### config.mk
export PLATFORM = sky130hd
export DESIGN_NAME = mem_port_arbiter_flat
export DESIGN_NICKNAME = d
export VERILOG_FILES = /design/src/rtl/mem_port_arbiter_pkg.sv /design/src/rtl/mem_port_arbiter_if.sv /design/src/rtl/mem_port_arbiter_mux.sv /design/src/rtl/mem_port_arbiter.sv /design/src/flat_wrapper.sv
export SDC_FILE = /design/constraint.sdc
export NUM_CORES = 1
export LEC_CHECK = 0
export BUFFER_PORTS_ARGS = -buffer_cell sky130_fd_sc_hd__buf_4
export CAP_MARGIN = 15
export CORE_MARGIN = 3
export CORE_UTILIZATION = 40
export CTS_CLUSTER_SIZE = 40
export DETAILED_ROUTE_END_ITERATION = 7
export PLACE_DENSITY = 0.72
export SETUP_SLACK_MARGIN = 0.05
export SLEW_MARGIN = 20
export SYNTH_ARGS = -nofsm -noshare
export SYNTH_HDL_FRONTEND = slang
export SYNTH_SLANG_ARGS = --single-unit
### constraint.sdc
create_clock -name Clk -period 4.6 [get_ports Clk]
set_input_delay 0.46 -clock Clk [delete_from_list [all_inputs] [get_ports Clk]]
set_output_delay 0.46 -clock Clk [all_outputs]
set_load 0.03 [all_outputs]
### src/rtl/mem_port_arbiter_pkg.sv
// Shared encodings and the arbitration rule for the two-port memory arbiter.
package mem_port_arbiter_pkg;

  localparam logic [1:0] IDLE   = 2'd0;
  localparam logic [1:0] ACCESS = 2'd1;
  localparam logic [1:0] DONE   = 2'd2;

  localparam logic SEL_A = 1'b0;
  localparam logic SEL_B = 1'b1;

  // B wins ties unless A has been passed over STARVE_LIMIT times in a row.
  function automatic logic next_sel(input logic reqa, input logic reqb,
                                    input logic starved);
    return (reqb && !(reqa && starved)) ? SEL_B : SEL_A;
  endfunction

endpackage

### src/rtl/mem_port_arbiter_if.sv
// Requester A/B, memory and completion signals shared by arbiter and its neighbours.
interface mem_port_arbiter_if;
  logic        ReqA;
  logic [31:0] AddrA;
  logic        ReqB;
  logic [31:0] AddrB;
  logic        WrB;
  logic [31:0] WDataB;
  logic [31:0] MemAddr;
  logic [31:0] MemWData;
  logic        MemWrite;
  logic        MemEnable;
  logic [31:0] MemRData;
  logic [31:0] RDataA;
  logic [31:0] RDataB;
  logic        DoneA;
  logic        DoneB;
  logic        GrantSel;

  modport slave (
    input  ReqA, AddrA, ReqB, AddrB, WrB, WDataB, MemRData,
    output MemAddr, MemWData, MemWrite, MemEnable, RDataA, RDataB,
           DoneA, DoneB, GrantSel
  );

  modport master (
    output ReqA, AddrA, ReqB, AddrB, WrB, WDataB, MemRData,
    input  MemAddr, MemWData, MemWrite, MemEnable, RDataA, RDataB,
           DoneA, DoneB, GrantSel
  );
endinterface

### src/rtl/mem_port_arbiter_mux.sv
// 32-bit 2:1 mux picking the winning requester address.
module Mux32Bit2To1 (
  input  logic [31:0] in0,
  input  logic [31:0] in1,
  input  logic        sel,
  output logic [31:0] out
);
  assign out = sel ? in1 : in0;
endmodule

### src/rtl/mem_port_arbiter.sv
// Fetch (A) / data (B) arbiter for one single-ported memory: B priority,
// A forced after STARVE_LIMIT consecutive B wins, fixed MEM_LATENCY access.
module mem_port_arbiter
  import mem_port_arbiter_pkg::*;
#(
  parameter int MEM_LATENCY  = 2,
  parameter int STARVE_LIMIT = 3
) (
  input  logic              Clk,
  input  logic              Reset,
  mem_port_arbiter_if.slave bus
);

  localparam logic [3:0] LAT_INIT   = 4'(MEM_LATENCY);
  localparam logic [3:0] STARVE_MAX = 4'(STARVE_LIMIT);

  logic [1:0]  state;
  logic [3:0]  lat_cnt;
  logic [3:0]  starve_cnt;
  logic        wr_lat;
  logic        nxt_sel;
  logic [31:0] win_addr;

  assign nxt_sel = next_sel(bus.ReqA, bus.ReqB, starve_cnt == STARVE_MAX);

  Mux32Bit2To1 u_addr_mux (
    .in0 (bus.AddrA),
    .in1 (bus.AddrB),
    .sel (nxt_sel),
    .out (win_addr)
  );

  always_ff @(posedge Clk or posedge Reset) begin
    if (Reset) begin
      state         <= IDLE;
      lat_cnt       <= '0;
      starve_cnt    <= '0;
      wr_lat        <= 1'b0;
      bus.MemAddr   <= '0;
      bus.MemWData  <= '0;
      bus.MemWrite  <= 1'b0;
      bus.MemEnable <= 1'b0;
      bus.RDataA    <= '0;
      bus.RDataB    <= '0;
      bus.DoneA     <= 1'b0;
      bus.DoneB     <= 1'b0;
      bus.GrantSel  <= SEL_A;
    end else begin
      case (state)
        IDLE: begin
          if (bus.ReqA || bus.ReqB) begin
            state         <= ACCESS;
            lat_cnt       <= LAT_INIT;
            bus.GrantSel  <= nxt_sel;
            bus.MemAddr   <= win_addr;
            bus.MemEnable <= 1'b1;
            if (nxt_sel == SEL_B) begin
              bus.MemWData <= bus.WDataB;
              wr_lat       <= bus.WrB;
              bus.MemWrite <= bus.WrB;
              // At the limit A would have won, so this cannot overshoot.
              if (bus.ReqA) starve_cnt <= starve_cnt + 4'd1;
            end else begin
              wr_lat       <= 1'b0;
              bus.MemWrite <= 1'b0;
              starve_cnt   <= '0;
            end
          end
        end
        ACCESS: begin
          if (lat_cnt == 4'd1) begin
            state         <= DONE;
            lat_cnt       <= '0;
            bus.MemEnable <= 1'b0;
            bus.MemWrite  <= 1'b0;
            if (bus.GrantSel == SEL_A) begin
              bus.RDataA <= bus.MemRData;
              bus.DoneA  <= 1'b1;
            end else begin
              bus.DoneB <= 1'b1;
              if (!wr_lat) bus.RDataB <= bus.MemRData;
            end
          end else begin
            lat_cnt <= lat_cnt - 4'd1;
          end
        end
        DONE: begin
          state     <= IDLE;
          bus.DoneA <= 1'b0;
          bus.DoneB <= 1'b0;
        end
        default: state <= IDLE;
      endcase
    end
  end

endmodule

### src/flat_wrapper.sv
// flat-port wrapper written by rule: the top's interface ports become plain ports
module mem_port_arbiter_flat import mem_port_arbiter_pkg::*;
#(
  parameter int MEM_LATENCY  = 2,
  parameter int STARVE_LIMIT = 3
)
  (Clk, Reset, bus_ReqA, bus_AddrA, bus_ReqB, bus_AddrB, bus_WrB, bus_WDataB, bus_MemRData, bus_MemAddr, bus_MemWData, bus_MemWrite, bus_MemEnable, bus_RDataA, bus_RDataB, bus_DoneA, bus_DoneB, bus_GrantSel);
  mem_port_arbiter_if bus_i ();
  input  logic Clk;
  input  logic Reset;
  input wire logic [$bits(bus_i.ReqA)-1:0] bus_ReqA;
  input wire logic [$bits(bus_i.AddrA)-1:0] bus_AddrA;
  input wire logic [$bits(bus_i.ReqB)-1:0] bus_ReqB;
  input wire logic [$bits(bus_i.AddrB)-1:0] bus_AddrB;
  input wire logic [$bits(bus_i.WrB)-1:0] bus_WrB;
  input wire logic [$bits(bus_i.WDataB)-1:0] bus_WDataB;
  input wire logic [$bits(bus_i.MemRData)-1:0] bus_MemRData;
  output wire logic [$bits(bus_i.MemAddr)-1:0] bus_MemAddr;
  output wire logic [$bits(bus_i.MemWData)-1:0] bus_MemWData;
  output wire logic [$bits(bus_i.MemWrite)-1:0] bus_MemWrite;
  output wire logic [$bits(bus_i.MemEnable)-1:0] bus_MemEnable;
  output wire logic [$bits(bus_i.RDataA)-1:0] bus_RDataA;
  output wire logic [$bits(bus_i.RDataB)-1:0] bus_RDataB;
  output wire logic [$bits(bus_i.DoneA)-1:0] bus_DoneA;
  output wire logic [$bits(bus_i.DoneB)-1:0] bus_DoneB;
  output wire logic [$bits(bus_i.GrantSel)-1:0] bus_GrantSel;
  assign bus_i.ReqA = bus_ReqA;
  assign bus_i.AddrA = bus_AddrA;
  assign bus_i.ReqB = bus_ReqB;
  assign bus_i.AddrB = bus_AddrB;
  assign bus_i.WrB = bus_WrB;
  assign bus_i.WDataB = bus_WDataB;
  assign bus_i.MemRData = bus_MemRData;
  assign bus_MemAddr = bus_i.MemAddr;
  assign bus_MemWData = bus_i.MemWData;
  assign bus_MemWrite = bus_i.MemWrite;
  assign bus_MemEnable = bus_i.MemEnable;
  assign bus_RDataA = bus_i.RDataA;
  assign bus_RDataB = bus_i.RDataB;
  assign bus_DoneA = bus_i.DoneA;
  assign bus_DoneB = bus_i.DoneB;
  assign bus_GrantSel = bus_i.GrantSel;
  mem_port_arbiter #(.MEM_LATENCY(MEM_LATENCY), .STARVE_LIMIT(STARVE_LIMIT)) u_core (.Clk(Clk), .Reset(Reset), .bus(bus_i));
endmodule
==> out/results.txt <==
Status -> finished clean
CP startpoint kind -> flip-flop
R2r setup slk -> 2.42 ns
CTS tree -> yes
Commonest non-fill, non-tap cells in the layout -> buf_4, dfrtp_1, mux2_2
Hold crit path type -> primary input to flip-flop
Cell family with most CP delay -> simple AND/OR/NAND/NOR gates
Num Clock Sinks -> 144
Post-CTS setup buffers -> 0
FMAX -> 457.9 MHz
RSZ-0062 raised after global routing -> no
Number of global-route vias before repair -> 4918
Post-Place Setup Slack -> 2.041 ns
Max Slew Vio Count -> 0
Type of element capturing the critical path -> flip-flop
Post-DP HPWL -> 11900 um
Clock skew -> 0.01427 ns
Slowest stage delay, CP -> 0.46 ns
Layout cells sized above 1 -> 0.5566
Final-layout fill cell count -> 1208
Critical setup path kind -> flip-flop to flip-flop
GR Util All Layers -> 0.1960
Ys Warns -> 0
Worst-skew pair later-pin latency -> 0.42 ns
Hold path startpoint -> bus_WDataB[4]
Top_reg_cell synth -> dfrtp_1
Area contributors post-synth -> dfrtp_1, mux2_2, o211ai_1
Routed WL per cell -> 18.41 um
Die Area -> 0.01681 mm2
Syn Area/Cell -> 12.93 um2
Reg2Reg Depth -> 5
GP Congestion -> 0.7669
Synth async-reset ratio -> 1.000
N_diodes -> 0
First-pass GRT wire length -> 25470 um
Net Count, Synth -> 609
Starting Density -> 0.4144
Drt first pass iters -> 5
Hold Buf Count CTS -> 0
RR Startpoint -> u_core.starve_cnt[0]
Distinct cells, synth -> 40
Initial antenna violation count -> 0
Yosys top cell area share -> 0.5893
Resized cells post-CTS -> 0
Leakage power -> 4.072 nW
Hold Path Stages -> 2
Multi-input logic area -> 0.002288 mm2
Slew HR -> 0.3685
Final period utilization -> 0.4748
Core Box Area -> 0.01475 mm2
Post-synthesis register bit count -> 144
Endpoints failing hold -> 0
Initial drt markers -> 204
DR vias/cell -> 5.330
Hold EP -> u_core.bus.MemWData[4]
Sequential area share after synthesis -> 0.5893
P&R area growth vs syn -> 43.79%
Num CTS Buffers -> 17
Power per cell area -> 822.1 mW/mm2
Root Driver -> clkbuf_16
Post-Route WL -> 16880 um
Synth area leader -> dfrtp_1
CP required -> 4.91 ns
Row cnt -> 44
CP Max Fanout -> 38
Final-stage net count -> 856
Horiz. Die Dim -> 129.6 um
# port buffers -> 265
# DRC -> 0
Syn Inst Count -> 473
Crit-path slowest cell -> mux2_1
Seq. cell area -> 0.003603 mm2
Antenna-violating nets left -> 0
Minimum clock period -> 2.184 ns
Crit-path cells -> ha_1, nand4bb_2, buf_4, nand3_4, mux2_1
Commonest non-fill, non-tap cell in the layout -> buf_4
IO Pins -> 266
Synthesized area -> 0.006115 mm2
Clock-pin slew of the registers on the worst-case setup and hold paths -> 0.06 ns
Worst-Margin Slew -> 0.9473 ns
Final WS setup -> 2.416 ns
Crit path DAT -> 2.49 ns
Via count of the routed design -> 4888
Worst flop-to-flop path endpoint -> u_core.bus.MemWData[4]
H-tree lvl count -> 4
Final setup viols -> 0
Maximum vdd drop -> 0.0004019 V
GRT overflow -> 0
CTS max path bufs -> 2
Max-Cap Viols -> 0
Final setup TNS -> 0 ns
Pin count of the biggest net entering global routing -> 108
Post-synth EDFFs -> 0
Die H -> 129.6 um
WP buf/inv -> 1
metrics by stage:
| step | power [mW] | instance area, um2 | util | instances | hold slack, ns |
|---|---|---|---|---|---|
| 3_3_place_gp | 5.744 | 8159 | 0.5530 | 884 | 0.4756 |
| 3_5_place_dp | 5.852 | 8159 | 0.5530 | 884 | 0.4829 |
| 2_1_floorplan | 4.474 | 6115 | - | 473 | 0.4759 |
| 6_report | 7.228 | 8792 | 0.5959 | 917 | 0.2466 |
| 5_1_grt | 7.610 | 8792 | 0.5959 | 917 | 0.2303 |
| 4_1_cts | 7.281 | 8771 | 0.5945 | 916 | 0.2282 |
layout make-up:
type	instances	area share
sequential	144	0.4098
multi-input combinational	281	0.2603
timing repair buffer	269	0.2305
tap	184	0.02618
clock inverter	12	0.01765
clock buffer	20	0.05194
inverter	7	0.003558
worst register-to-register path: stages, from the launching register on:
cell       delay [ns]
dfrtp_1          0.41
ha_1             0.25
nand4bb_2        0.09
buf_4            0.37
nand3_4          0.47
mux2_1           0.48
cell usage after synthesis (2+ instances only):
master / number
nor3_1: 2
clkbuf_1: 24
a22o_1: 2
nand3_1: 34
mux2_2: 91
o21ai_0: 44
nor2_2: 2
mux2_4: 4
nor2_1: 2
o211ai_1: 32
nand2_1: 6
inv_1: 7
ha_1: 3
buf_2: 10
o22ai_1: 2
nand4_1: 34
dfrtp_1: 144
nand2b_1: 3
buf_6: 6
state kept, by name, indices dropped and copies added (netlist names), 2 cells and up:
name and cells:
u_core.state 2, u_core.bus.MemWData 32, u_core.bus.RDataB 32, u_core.lat_cnt 4
u_core.starve_cnt 4, u_core.bus.RDataA 32, u_core.bus.MemAddr 32
per-layer routing:
metal / up-vias / global-route usage / routed length (um)
met4: 0 / 0.08313 / 233
met2: 246 / 0.3197 / 8302
met5: - / 0 / 0
met3: 22 / 0.05771 / 1520
li1: 2245 / - / -
met1: 2375 / 0.2437 / 6828
kinds of logic after synthesis:
| family | synth area share |
|---|---|
| DFF | 0.5893 |
| muxes | 0.1793 |
| and+or+nand+nor | 0.09761 |
| AOI/OAI and AO/OA | 0.08676 |
| buffers and inverters | 0.03949 |
| adders and majority gates | 0.006139 |
| xor gates and xnor gates | 0.001433 |
how the worst max path moves through the flow:
stage | from | endpoint | cells after the start
final | u_core.starve_cnt[0] | u_core.bus.MemWData[4] | 5
after global routing | u_core.starve_cnt[0] | u_core.bus.MemAddr[15] | 5
after CTS | u_core.starve_cnt[0] | u_core.bus.MemAddr[8] | 5
after detailed placement | u_core.starve_cnt[0] | u_core.bus.MemAddr[8] | 5
after global placement | u_core.starve_cnt[0] | u_core.bus.MemAddr[2] | 5
after floorplan | Reset | u_core.bus.DoneA | 1
power by group:
part / switching (mW) / internal (mW) / leakage, nW / total [mW]
clock network: 0.528 / 0.883 / 0.297 / 1.41
logic: 2.08 / 1.45 / 2.07 / 3.53
registers: 0.381 / 1.91 / 1.71 / 2.29
total: 2.99 / 4.24 / 4.07 / 7.23
Note: power is estimated with default switching activity, not from simulation.
